## src/rtl/adder_seq_ctrl.sv

```systemverilog
// Digit-serial add/subtract sequencer: one 2-bit adder slice walks LSB-first over a WIDTH-bit operand pair.
// Optional early exit once the carry and the remaining operand bits are all zero: define ADDSEQ_EARLY_DONE_EN.
module adder_seq_ctrl #(
  parameter int WIDTH = 32
) (
  input  logic             clk,
  input  logic             rst,
  input  logic             start,
  input  logic             sub,
  input  logic             cin,
  input  logic [WIDTH-1:0] in1,
  input  logic [WIDTH-1:0] in2,
  output logic [WIDTH-1:0] sum,
  output logic             carry_out,
  output logic             overflow,
  output logic             busy,
  output logic             done
);
  localparam int DIGITS = WIDTH / 2;
  localparam int KW     = (DIGITS > 1) ? $clog2(DIGITS) : 1;

  if ((WIDTH < 2) || (WIDTH % 2 != 0)) begin : g_bad_width
    $error("adder_seq_ctrl: WIDTH must be even and >= 2");
  end

  typedef enum logic [1:0] {IDLE, RUN, DONE} state_t;

  state_t           state_q, state_d;
  logic [WIDTH-1:0] a_q, a_d, b_q, b_d, sum_q, sum_d;
  logic             c_q, c_d, cout_q, cout_d, ovf_q, ovf_d;
  logic [KW-1:0]    k_q, k_d;

  logic [1:0] a_dig, b_dig;
  logic [2:0] slice;
  logic       last, early, accept;

  always_ff @(posedge clk or posedge rst) begin
    if (rst) begin
      state_q <= IDLE;
      a_q     <= '0;
      b_q     <= '0;
      c_q     <= 1'b0;
      k_q     <= '0;
      sum_q   <= '0;
      cout_q  <= 1'b0;
      ovf_q   <= 1'b0;
    end else begin
      state_q <= state_d;
      a_q     <= a_d;
      b_q     <= b_d;
      c_q     <= c_d;
      k_q     <= k_d;
      sum_q   <= sum_d;
      cout_q  <= cout_d;
      ovf_q   <= ovf_d;
    end
  end

  // The single shared slice: digit k of each operand plus the running carry.
  always_comb begin
    a_dig = a_q[{k_q, 1'b0} +: 2];
    b_dig = b_q[{k_q, 1'b0} +: 2];
    slice = {1'b0, a_dig} + {1'b0, b_dig} + {2'b00, c_q};
    last  = (k_q == KW'(DIGITS - 1));
  end

`ifdef ADDSEQ_EARLY_DONE_EN
  logic [KW+1:0] shamt;
  always_comb begin
    shamt = {1'b0, k_q, 1'b0} + (KW+2)'(2);
    early = !slice[2] && (((a_q | b_q) >> shamt) == '0);
  end
`else
  always_comb early = 1'b0;
`endif

  always_comb begin
    state_d = state_q;
    case (state_q)
      IDLE, DONE: state_d = start ? RUN : IDLE;
      RUN:        if (last || early) state_d = DONE;
      default:    state_d = IDLE;
    endcase
  end

  always_comb begin
    a_d    = a_q;
    b_d    = b_q;
    c_d    = c_q;
    k_d    = k_q;
    sum_d  = sum_q;
    cout_d = cout_q;
    ovf_d  = ovf_q;
    accept = start && (state_q != RUN);
    if (accept) begin
      // Subtraction is A + ~B + 1, so carry_out=1 means no borrow.
      a_d    = in1;
      b_d    = sub ? ~in2 : in2;
      c_d    = sub ? 1'b1 : cin;
      k_d    = '0;
      sum_d  = '0;
      cout_d = 1'b0;
      ovf_d  = 1'b0;
    end else if (state_q == RUN) begin
      sum_d[{k_q, 1'b0} +: 2] = slice[1:0];
      c_d = slice[2];
      k_d = last ? '0 : k_q + KW'(1);
      if (last) begin
        cout_d = slice[2];
        ovf_d  = (a_q[WIDTH-1] == b_q[WIDTH-1]) && (slice[1] != a_q[WIDTH-1]);
      end
    end
  end

  always_comb begin
    sum       = sum_q;
    carry_out = cout_q;
    overflow  = ovf_q;
    busy      = (state_q == RUN);
    done      = (state_q == DONE);
  end
endmodule

```

## config.mk

```make
export PLATFORM = sky130hd
export DESIGN_NAME = adder_seq_ctrl
export DESIGN_NICKNAME = d
export VERILOG_FILES = /design/src/rtl/adder_seq_ctrl.sv
export SDC_FILE = /design/constraint.sdc
export NUM_CORES = 1
export LEC_CHECK = 0
export CAP_MARGIN = 25
export CORE_MARGIN = 10
export CORE_UTILIZATION = 47
export DETAILED_ROUTE_END_ITERATION = 10
export PLACE_DENSITY_LB_ADDON = 0.2
export SLEW_MARGIN = 30
export SYNTH_ARGS = -nofsm -noshare
export SYNTH_HDL_FRONTEND = slang
export SYNTH_SLANG_ARGS = --single-unit
```

## constraint.sdc

```tcl
create_clock -name clk -period 3.35 [get_ports clk]
set_input_delay 0.67 -clock clk [delete_from_list [all_inputs] [get_ports clk]]
set_output_delay 0.67 -clock clk [all_outputs]
set_load 0.05 [all_outputs]
```

# After elaboration in Yosys (flattened, before gate mapping)
# Index checks and enable logic that the tools add are counted.
[totals]
ff_bits = 105
in_bits = 69
out_inout_bits = 36
elab_cells = 50
[classes]
addsub = 4
eq_ne = 7
shifts = 4
n_mux = 19
bitwise_logic = 1
reduce_logical = 7
[ops]
columns = ["operator", "count"]
rows = [
  ["$mux 32", 3],
  ["$shiftx 32x6->2", 2],
  ["$bwmux 32", 1],
  ["$not 32->32", 1],
  ["$shift 2x7->32 const A", 1],
  ["$shiftx 2x7->32", 1],
  ["$mux 4", 3],
  ["$mux 1", 10],
  ["$neg 5->7", 1],
  ["$add 4x1->4 const B", 1],
  ["$eq 4x4->1 const B", 1],
  ["$ne 2x1->1 const B", 2],
  ["$pmux 2 s2", 1],
  ["$reduce_bool 2->1", 2],
  ["$add 2x2->3", 1],
  ["$add 3x1->3", 1],
  ["$eq 2x1->1 const B", 1],
  ["$eq 2x2->1 const B", 1],
  ["$logic_and 1x1->1", 2],
  ["$logic_not 2->1", 1],
  ["$mux 2", 1],
  ["$reduce_and 2->1", 1],
  ["$reduce_or 2->1", 1],
  ["$eq 1x1->1", 1],
  ["$ne 1x1->1", 1],
]

# Longest topological paths before layout
# Gate-level depths: netlist of run 1.
[logic_depth]
word_depth = 8
mapped_depth = 13
depth_no_buf = 11

# Worst setup path before layout of run 1
# OpenSTA, ideal clock, no wires.
[synth_path]
kind = "reg-to-reg"
from = "register k_q[0]"
to = "register sum_q[13] (netlist: sum[13])"
setup_time_ns = 0.066
arrival_time_ns = 3.380
t_required_ns = 3.284
slack_ns = -0.096
path_stages_with_launch = 13
path_buffers = 2
period_less_slack_ns = 3.446
path_cell_list = "dfrtp_1 buf_6 buf_2 mux4_2 a22oi_1 o21ai_0 fa_1 inv_1 fa_1 nand2b_1 nor4_1 and3_1 a211o_1"
[synth_via]
elab_chain_len = 7
word_cells_on_any_way = 10
cone_classes = "add/sub: 3; shift: 4; mux: 3"
[synth_lines]
columns = ["element", "line", "source"]
rows = [
  ["start, declared", "31", "logic [KW-1:0] k_q, k_d;"],
  ["start signal, assigned", "52", "k_q <= k_d;"],
  ["$shiftx 32x6->2 (on tied branches)", "61, 62", ""],
  ["$add 2x2->3", "63", "slice = {1'b0, a_dig} + {1'b0, b_dig} + {2'b00, c_q};"],
  ["$add 3x1->3", "63", ""],
  ["$shiftx 2x7->32", "105", "sum_d[{k_q, 1'b0} +: 2] = slice[1:0];"],
  ["$bwmux 32 *", "105", ""],
  ["$mux 32 *", "104", "end else if (state_q == RUN) begin"],
  ["$mux 32 *", "95", "if (accept) begin"],
  ["end signal, assigned", "53", "sum_q <= sum_d;"],
  ["end, declared", "29", "logic [WIDTH-1:0] a_q, a_d, b_q, b_d, sum_q, sum_d;"],
]
# Every way passes the cells marked *; elsewhere a longest branch is shown, timed or not. The select of a mux whose other input is x is not followed.
# A chain may end at the register's enable or synchronous reset.

# Worst setup path in the final report of run 1
[layout_path]
from = "register k_q[0]"
to = "register sum_q[19] (netlist: sum[19])"
# The elaborated chain is that of the path after synthesis.

==> key figures, run 1 <==
Power and ir drop
  – Sw Share: 0.416
  – Switching Power: 2.51 mW
  – P_leak: 2.99 nW
  – Register share of total power: 0.338
  – Power Dens Cells: 870 nW/um^2
  – Comb power frac: 0.490
  – Tot Pwr: 6.03 mW
  – Clock share of power: 0.172
  – Maximum VDD drop: 0.000644 V
  – Int Power: 3.52 mW

Min path
  – Min-delay src: b_q[29]
  – Hold Path End: b_q[29]
  – Worst hold-check path type: reg -> reg
  – Hold-critical path depth: 2

Global routing
  – First-pass GRT wire length: 22,200 um
  – Vias in the first global route: 4,269
  – Grt ovf: 0
  – Largest net degree at the start of global routing: 49
  – GRT Util Overall: 0.168
  – Number of antenna violations at the first check in global routing: 0

Floorplanning
  – Die Y: 127 um
  – Die W: 127 um
  – I/O Pins: 105
  – Die area: 16,000 um^2
  – Initial Util: 0.486
  – Cell row count: 38
  – Core Box Area: 11,000 um^2

Timing
  – Final setup fails: 0
  – RSZ-0062 raised after global routing: false
  – Final slew viol count: 0
  – Worst Slack Setup Final: 0.201 ns
  – F_max: 318 MHz
  – Least-Margin Pin Slew: 0.890 ns
  – Worst slew margin: 0.406
  – Hold Slack: 0.484 ns
  – Final period util: 0.940
  – Setup TNS: 0 ns
  – Final Skew: 0.00947 ns
  – Final hold vios: 0
  – Period minus WS final: 3.15 ns

Logic synthesis
  – Mapped Nets: 570
  – Synth warnings: 0
  – Number of synthesized flops with an enable pin: 0
  – Post-synthesis cell type count: 46
  – Seq/Total Area, Yosys: 0.492
  – Post-synth ARST share: 1.00
  – Synthesized area per cell: 10.8 um^2
  – #FFs+latches synth: 105
  – Predominant post-synthesis flop cell: dfrtp_1
  – Mapped Area: 5340 um^2
  – Gate Count Post-Synth: 494

Drt
  – Detail Route Antenna Nets: 0
  – Vias: 4,096
  – Vias per cell: 5.53
  – DRC: 0
  – Initial drt markers: 377
  – DR WL/cell: 18.4 um
  – Drt pass-1 iters: 7
  – Total Wirelength: 13,600 um

Setup path
  – Worst Path Required: 3.63 ns
  – CP max FO: 9
  – Crit path arrival time: 3.43 ns
  – Crit path kind: reg -> reg
  – Crit path from: k_q[0]
  – Setup crit start kind: flop
  – Endpoint class of the critical path: flop
  – Critical R2R Launch: k_q[0]
  – Reg2Reg Depth: 11
  – FF-to-FF End: sum[19]
  – R2R Setup Slk: 0.20 ns

Final layout
  – FF+latch area: 2630 um^2
  – Multi-input logic area: 2540 um^2
  – # fillers: 927
  – Area Overhead vs Synth: 29.7%
  – ANT cells: 0
  – Layout net count: 672
  – Finished Cell Area: 6930 um^2
  – Final core utilization: 0.631
  – Layout cells sized above 1: 0.170
  – Non-Filler Instances: 741

Clock tree
  – Clock sinks: 105
  – # H-tree levels: 3
  – Root buf cell: clkbuf_16
  – CTS buffer count: 9
  – CTS tree: done
  – CTS clk-pin slew, worst paths: 0.07 ns
  – Max Buffers Root-to-Sink: 2
  – Clk_lat worst skew: 0.35 ns

Run status
  – Status: complete, no violations

Place
  – Cell Area, Placed: 6580 um^2
  – Placed insts: 720
  – Buffers added on ports: 104
  – Place WS: 0.00300 ns
  – RePlAce Congestion: 0.851
  – Detail Placement HPWL: 10,000 um

Job
  – MaxCap Viol Count: 0
## worst max-delay path, stage by stage, from the launching register on
cell and delay, ns:
dfrtp_2 0.47, buf_4 0.15, mux4_2 0.49, a22oi_1 0.20, o21ai_1 0.13, fa_1 0.37, inv_1 0.07, fa_1 0.43
nand2b_1 0.21, nor2_1 0.23, and2_1 0.19, a32o_1 0.13
## state kept, by name, summed over array words and instances, names as in the netlist
register	cells
overflow	1
carry_out	1
c_q	1
b_q	32
k_q	4
sum	32
state_q	2
a_q	32
## worst max-delay path by stage
stage | end | cells after the start
2_1_floorplan | sum[13] | 12
3_3_place_gp | sum[13] | 10
3_5_place_dp | sum[13] | 12
4_1_cts | sum[13] | 12
5_1_grt | sum[19] | 11
6_report | sum[19] | 11
## final cells by class
class | instances | area share
Clock buffer | 9 | 0.0325
Clock inverter | 7 | 0.00957
Inverter | 9 | 0.00542
Multi-Input combinational cell | 342 | 0.367
Sequential cell | 105 | 0.380
Tap cell | 140 | 0.0253
Timing Repair Buffer | 129 | 0.180
## layer usage
metal,GRT usage,vias up,wire (um)
met5,0,-,0
met4,0.0476,0,173
met3,0.0450,13,830
met2,0.287,116,6790
met1,0.204,2000,5820
li1,-,1967,-
## cell families after synthesis
family / Yosys count / share of synthesized area
simple gates: 138 / 0.123
fa+ha+maj: 7 / 0.0192
mux: 62 / 0.142
buf+inv: 47 / 0.0384
xor+xnor: 32 / 0.0525
flops: 105 / 0.492
compound gates: 103 / 0.132
## cell usage after synthesis, types with 5 or more instances
master / number / area [um^2]
nand4_1: 7 / 43.8
a32o_1: 10 / 100
a211o_1: 6 / 52.6
mux2_2: 32 / 360
inv_1: 8 / 30.0
o21ai_0: 47 / 235
nand3_1: 14 / 70.1
mux2i_1: 22 / 220
nand2_1: 68 / 255
a221oi_1: 6 / 52.6
clkbuf_1: 17 / 63.8
dfrtp_1: 105 / 2630
buf_2: 17 / 85.1
a31o_2: 6 / 52.6
nor2_1: 9 / 33.8
a21oi_1: 9 / 45.0
and2_1: 9 / 56.3
and3_1: 9 / 56.3
xnor2_1: 32 / 280
nand2b_1: 5 / 31.3
ha_1: 5 / 62.6
mux4_2: 8 / 180
## timing repair
action / CTS / global route
hold buffers: 0 / 0
hold endpoints to repair: 0 / 0
gates cloned: 0 / 0
resized for setup: 1 / 5
buffers inserted: 0 / 5
pin swaps: 0 / 1
endpoints found under the setup margin: 2 / 12
## cells in the final DEF (no fill, tap or decap), types with 3 or more instances in the layout
master           count
nor2_1               9
mux2_2              32
ha_1                 5
nand4_1              7
xnor2_1             32
inv_1                7
clkinvlp_4           3
a22oi_1              4
and2_1               9
nand3_1             14
nand2_1             67
o211ai_1             4
nand2b_1             5
a32o_1              10
clkbuf_16            9
mux2i_1             22
inv_8                3
nor3_1               3
and3_1               9
mux4_2               8
a211o_1              6
o21ai_0             45
dfrtp_1            104
a31o_2               6
a221oi_1             5
a21oi_1              9
clkdlybuf4s50_1    103
nor2b_1              3
buf_4               23
## power groups by stage
stage | Clock [mW] | Combinational (mW) | Sequential (mW)
after floorplan | 0 | 1.93 | 2.05
after global placement | 0 | 2.75 | 2.06
after detailed placement | 0 | 2.84 | 2.07
after CTS | 1.06 | 2.87 | 2.05
after global routing | 1.11 | 3.24 | 2.10
final | 1.04 | 2.95 | 2.04
Note: power is estimated with default switching activity, not from simulation.
==> inputs of run 2 (changes only) <==
--- a/config.mk
+++ b/config.mk
@@ -5,6 +5,7 @@
 export SDC_FILE = /design/constraint.sdc
 export NUM_CORES = 1
 export LEC_CHECK = 0
+export ABC_AREA = 1
 export CAP_MARGIN = 25
 export CORE_MARGIN = 10
 export CORE_UTILIZATION = 47
==> key figures, run 2 <==
Setup path
  – Buffers and inverters on the worst path: 3
  – Crit path arrival time: 3.27 ns
  – Biggest cell delay along the critical path: 0.44 ns
  – Slowest cell on crit path: fa_1
  – Worst Path Required: 3.63 ns
  – Crit-path cells: buf_4, a21oi_1, o21ai_0, nand2_1, o21ai_0, nand2_1, fa_1, inv_1, fa_1, inv_1, nand2_1, nor2_1, nand3_1, nand2_1
  – Crit path kind: reg -> reg
  – Setup crit start kind: flop
  – Top delay family on crit path: adder cells
  – CP dominant cell by count: nand2_1
  – Endpoint class of the critical path: flop
  – CP max FO: 15

Timing
  – Final hold vios: 0
  – Final Skew: 0.00994 ns
  – RSZ-0062 raised after global routing: false
  – Period minus WS final: 2.99 ns
  – Setup TNS: 0 ns
  – Final period util: 0.893
  – F_max: 334 MHz
  – Least-Margin Pin Slew: 0.854 ns
  – Worst slew margin: 0.431
  – Final slew viol count: 0
  – Final setup fails: 0

Min path
  – Worst hold-check path type: reg -> reg

Clock tree
  – CTS clk-pin slew, worst paths: 0.07 ns
  – Max Buffers Root-to-Sink: 2
  – # H-tree levels: 3
  – Clock sinks: 105
  – CTS buffer count: 9
  – CTS tree: done
  – Root buf cell: clkbuf_16
  – Clk_lat worst skew: 0.34 ns
  – Post-CTS setup repair buffer count: 0

Logic synthesis
  – Synth warnings: 0
  – Post-synth ARST share: 1.00
  – Largest family of logic cells by synthesized area: simple AND/OR/NAND/NOR gates
  – Post-synthesis compound-gate area fraction: 0.0871
  – Post-synth top area share: 0.494
  – Count leader, synth: nand2_1
  – Post-synthesis cell type count: 26
  – Predominant post-synthesis flop cell: dfrtp_1
  – Simple-gate share of the synthesized area: 0.280
  – Gate Count Post-Synth: 667
  – Synthesized area per cell: 7.97 um^2
  – Mapped Area: 5320 um^2
  – Most instantiated cells after synthesis: nand2_1, dfrtp_1, nand3_1
  – Post-Synth XOR/XNOR Area: 0.0579
  – Multiplexer share of the synthesized area: 0
  – Synth area leaders: dfrtp_1, nand2_1, nand3_1
  – Seq/Total Area, Yosys: 0.494
  – Mapped Nets: 743
  – Post-Synth Adder-Cell Area: 0.0193
  – #FFs+latches synth: 105
  – Leading area contributor after synthesis: dfrtp_1
  – Number of synthesized flops with an enable pin: 0

Run status
  – Status: complete, no violations

Global routing
  – Grt ovf: 0
  – First-pass GRT wire length: 22,800 um
  – Number of antenna violations at the first check in global routing: 0
  – GRT Util Overall: 0.167
  – Vias in the first global route: 4,672
  – Largest net degree at the start of global routing: 106

Drt
  – DRC: 0
  – Vias: 4,560
  – Detail Route Antenna Nets: 0
  – Vias per cell: 5.07
  – DR WL/cell: 14.8 um
  – Initial drt markers: 392
  – Total Wirelength: 13,300 um
  – Drt pass-1 iters: 4

Job
  – MaxCap Viol Count: 0

Power and ir drop
  – Maximum VDD drop: 0.000497 V
  – Power Dens Cells: 1050 nW/um^2
  – P_leak: 3.22 nW

Place
  – Buffers added on ports: 104
  – Detail Placement HPWL: 9770 um
  – RePlAce Congestion: 0.911
  – Placed insts: 883

Final layout
  – Most frequent cells in the layout: nand2_1, dfrtp_1, clkdlybuf4s50_1
  – Area Overhead vs Synth: 27.5%
  – Layout cells sized above 1: 0.0593
  – Layout net count: 830
  – Non-Filler Instances: 899
  – Most common cell after layout, fill and taps aside: nand2_1
  – ANT cells: 0

Floorplanning
  – I/O Pins: 105
  – Die Y: 126 um
  – Die W: 126 um
  – Cell row count: 38
  – Core Box Area: 10,900 um^2
  – Die area: 16,000 um^2
  – Initial Util: 0.486
-- run 2: cell count changes after synthesis, moves of 17 or more --
cell / change
nand2_1: +166
inv_1: +25
nor2_1: +18
nand3_1: +69
mux2_2: -32
o21ai_0: +17
mux2i_1: -22
-- run 2: where the power goes --
part / switching [mW] / total, mW / internal (mW)
logic: 2.56 / 3.75 / 1.19
registers: 0.353 / 2.19 / 1.84
clock network: 0.484 / 1.15 / 0.663
total: 3.39 / 7.09 / 3.70
-- run 2: final cells by class --
class / instances / area, um^2
clock buffer: 9 / 225
fill: 972 / 4160
tap: 140 / 175
timing repair buffer: 114 / 1140
clock inverter: 7 / 100
multi-input combinational: 488 / 2370
sequential: 105 / 2630
inverter: 36 / 139
-- run 2: cells by family after synthesis --
family,after synthesis
adder cells (fa/ha/maj),7
flip-flops,105
XOR/XNOR,33
AND/OR/NAND/NOR,358
AO/OA/AOI/OAI,90
buffers and inverters,74
-- run 2: final timing paths --
path	startpoint	to	slack [ns]	cells after the start
worst min-delay path	a_q[22]	a_q[22]	0.48	2
worst max register to register	k_q[1]	sum[3]	0.36	14
worst max-delay path	k_q[1]	sum[3]	0.36	14
max in group asynchronous	rst	sum[3]	2.12	3
worst min register to register	a_q[22]	a_q[22]	0.48	2
min in group asynchronous	rst	b_q[26]	0.83	3
-- run 2: tightest hold or removal path: stages (launching register included) --
cell and delay (ns):
dfrtp_1 0.34, nand2_1 0.06, nand2_1 0.05
-- run 2: through the flow --
step                      worst slack (ns)  cell area, um^2  power (mW)  hold slack, ns   util
after floorplan                      0.670             5320        4.81           0.437      -
after global placement               0.428             6440        5.85           0.461  0.589
after detailed placement             0.275             6440        5.95           0.466  0.589
after CTS                            0.246             6760        7.12           0.483  0.618
after global routing               0.00247             6780        7.68           0.500  0.620
final                                0.358             6780        7.09           0.482  0.620
-- run 2: routing by layer --
metal | vias to the layer above | track usage | wire, um
met5 | - | 0 | 0
met1 | 2125 | 0.218 | 5890
met2 | 114 | 0.273 | 6480
met3 | 13 | 0.0387 | 749
li1 | 2308 | - | -
met4 | 0 | 0.0409 | 158
-- run 2: timing repair --
action | 4_1_cts | 5_1_grt
gates resized for setup | 0 | 3
endpoints found under the hold margin | 0 | 0
hold buffers | 0 | 0
endpoints found under the setup margin | 0 | 11
==> inputs of run 3 (changes only) <==
--- a/config.mk
+++ b/config.mk
@@ -7,9 +7,9 @@
 export LEC_CHECK = 0
 export ABC_AREA = 1
 export CAP_MARGIN = 25
-export CORE_MARGIN = 10
 export CORE_UTILIZATION = 47
 export DETAILED_ROUTE_END_ITERATION = 10
+export HOLD_SLACK_MARGIN = 0.1
 export PLACE_DENSITY_LB_ADDON = 0.2
 export SLEW_MARGIN = 30
 export SYNTH_ARGS = -nofsm -noshare
==> key figures, run 3 (synthesized netlist as in run 2, its figures left out) <==
Run status
  – Status: complete, no violations

Final layout
  – Most common cell after layout, fill and taps aside: nand2_1
  – Layout net count: 831
  – FF+latch area: 2630 um^2
  – Multi-input logic area: 2360 um^2
  – Layout cells sized above 1: 0.0566
  – Finished Cell Area: 6760 um^2
  – Most frequent cells in the layout: nand2_1, dfrtp_1, clkdlybuf4s50_1
  – ANT cells: 0
  – # fillers: 1,013
  – Area Overhead vs Synth: 27.1%

Clock tree
  – Post-CTS setup repair buffer count: 0
  – Clock sinks: 105
  – CTS Hold Bufs: 0
  – Max Buffers Root-to-Sink: 2
  – Clk_lat worst skew: 0.35 ns
  – CTS clk-pin slew, worst paths: 0.07 ns
  – # H-tree levels: 3
  – CTS buffer count: 9
  – Root buf cell: clkbuf_16
  – CTS resizes: 0
  – CTS tree: done

Timing
  – Worst slew margin: 0.393
  – Period minus WS final: 3.03 ns
  – Setup TNS: 0 ns
  – Final setup fails: 0
  – Final hold vios: 0
  – Final Skew: 0.00573 ns
  – F_max: 330 MHz
  – RSZ-0062 raised after global routing: false
  – Final slew viol count: 0
  – Final period util: 0.905
  – Least-Margin Pin Slew: 0.910 ns

Drt
  – Total Wirelength: 12,500 um
  – Vias per cell: 5.16
  – DR WL/cell: 13.9 um
  – Detail Route Antenna Nets: 0
  – Vias: 4,642
  – Drt pass-1 iters: 5
  – DRC: 0
  – Initial drt markers: 346

Floorplanning
  – Core Box Area: 10,900 um^2
  – Initial Util: 0.486
  – Cell row count: 38
  – I/O Pins: 105
  – Die area: 11,700 um^2
  – Die W: 108 um
  – Die Y: 108 um

Place
  – Detail Placement HPWL: 8800 um
  – Cell Area, Placed: 6430 um^2
  – RePlAce Congestion: 0.841
  – Buffers added on ports: 104

Global routing
  – First-pass GRT wire length: 21,100 um
  – GRT Util Overall: 0.231
  – Number of antenna violations at the first check in global routing: 0
  – Grt ovf: 0
  – Vias in the first global route: 4,422
  – Largest net degree at the start of global routing: 106

Power and ir drop
  – P_leak: 3.21 nW
  – Maximum VDD drop: 0.000650 V
  – Power Dens Cells: 1040 nW/um^2

Setup path
  – R2R Setup Slk: 0.32 ns
  – Setup crit start kind: flop
  – Slowest cell on crit path: dfrtp_1
  – Critical R2R Launch: k_q[2]
  – Crit path kind: reg -> reg
  – Crit path arrival time: 3.32 ns
  – CP dominant cell by count: nand2_1
  – Endpoint class of the critical path: flop
  – Crit-path cells: nor2_2, nand3_1, nand2_1, nor2_1, o21ai_0, nand2_1, fa_1, inv_1, fa_1, inv_1, nand2_1, nor2_1, nand3_1, nand2_1
  – CP max FO: 11
  – FF-to-FF End: sum[19]
  – Worst Path Required: 3.64 ns
  – Reg2Reg Depth: 14
  – Biggest cell delay along the critical path: 0.43 ns

Min path
  – Worst hold-check path type: reg -> reg
  – Hold-critical path depth: 2
  – Hold Path End: a_q[23]
  – Min-delay src: a_q[23]

Job
  – MaxCap Viol Count: 0
-- run 3: report_power, final --
| part | total [mW] | switching (mW) | internal [mW] |
|---|---|---|---|
| Combinational | 3.75 | 2.57 | 1.17 |
| Clock | 1.14 | 0.465 | 0.678 |
| Sequential | 2.16 | 0.326 | 1.84 |
| Total | 7.05 | 3.36 | 3.69 |
-- run 3: critical path: cells and delay by family, from the launching register on --
| family | cells | cell delay [ns] |
|---|---|---|
| AOI/OAI and AO/OA | 1 | 0.06 |
| adders and majority gates | 2 | 0.81 |
| buffers and inverters | 2 | 0.30 |
| DFF | 1 | 0.43 |
| and+or+nand+nor | 9 | 1.35 |
-- run 3: routing by layer --
metal	routed length, um	vias to the layer above	global-route usage
met2	5980	116	0.378
met1	5860	2202	0.321
met4	187	0	0.0782
met5	0	-	0
li1	-	2308	-
met3	475	16	0.0271
-- run 3: layout make-up --
class	instances	share of cell area
sequential	105	0.389
tap	140	0.0259
clock buffer	12	0.0365
timing repair buffer	115	0.167
clock inverter	4	0.0113
inverter	36	0.0206
multi-input combinational	488	0.349
-- run 3: worst max path at each step --
stage | from | endpoint | cells after the start
global placement | k_q[2] | sum[19] | 14
floorplan | k_q[0] | sum[21] | 15
CTS | k_q[2] | sum[19] | 14
detailed placement | k_q[2] | sum[19] | 14
global route | k_q[2] | sum[3] | 14
finish | k_q[2] | sum[19] | 14
-- run 3: through the flow --
stage / instances / util / power, mW / setup WS (ns) / hold slack [ns]
5_1_grt: 900 / 0.618 / 7.59 / 0.0458 / 0.489
3_5_place_dp: 884 / 0.588 / 5.91 / 0.294 / 0.458
3_3_place_gp: 884 / 0.588 / 5.82 / 0.401 / 0.459
4_1_cts: 900 / 0.618 / 7.08 / 0.266 / 0.477
2_1_floorplan: 667 / - / 4.81 / 0.670 / 0.437
6_report: 900 / 0.618 / 7.05 / 0.319 / 0.476
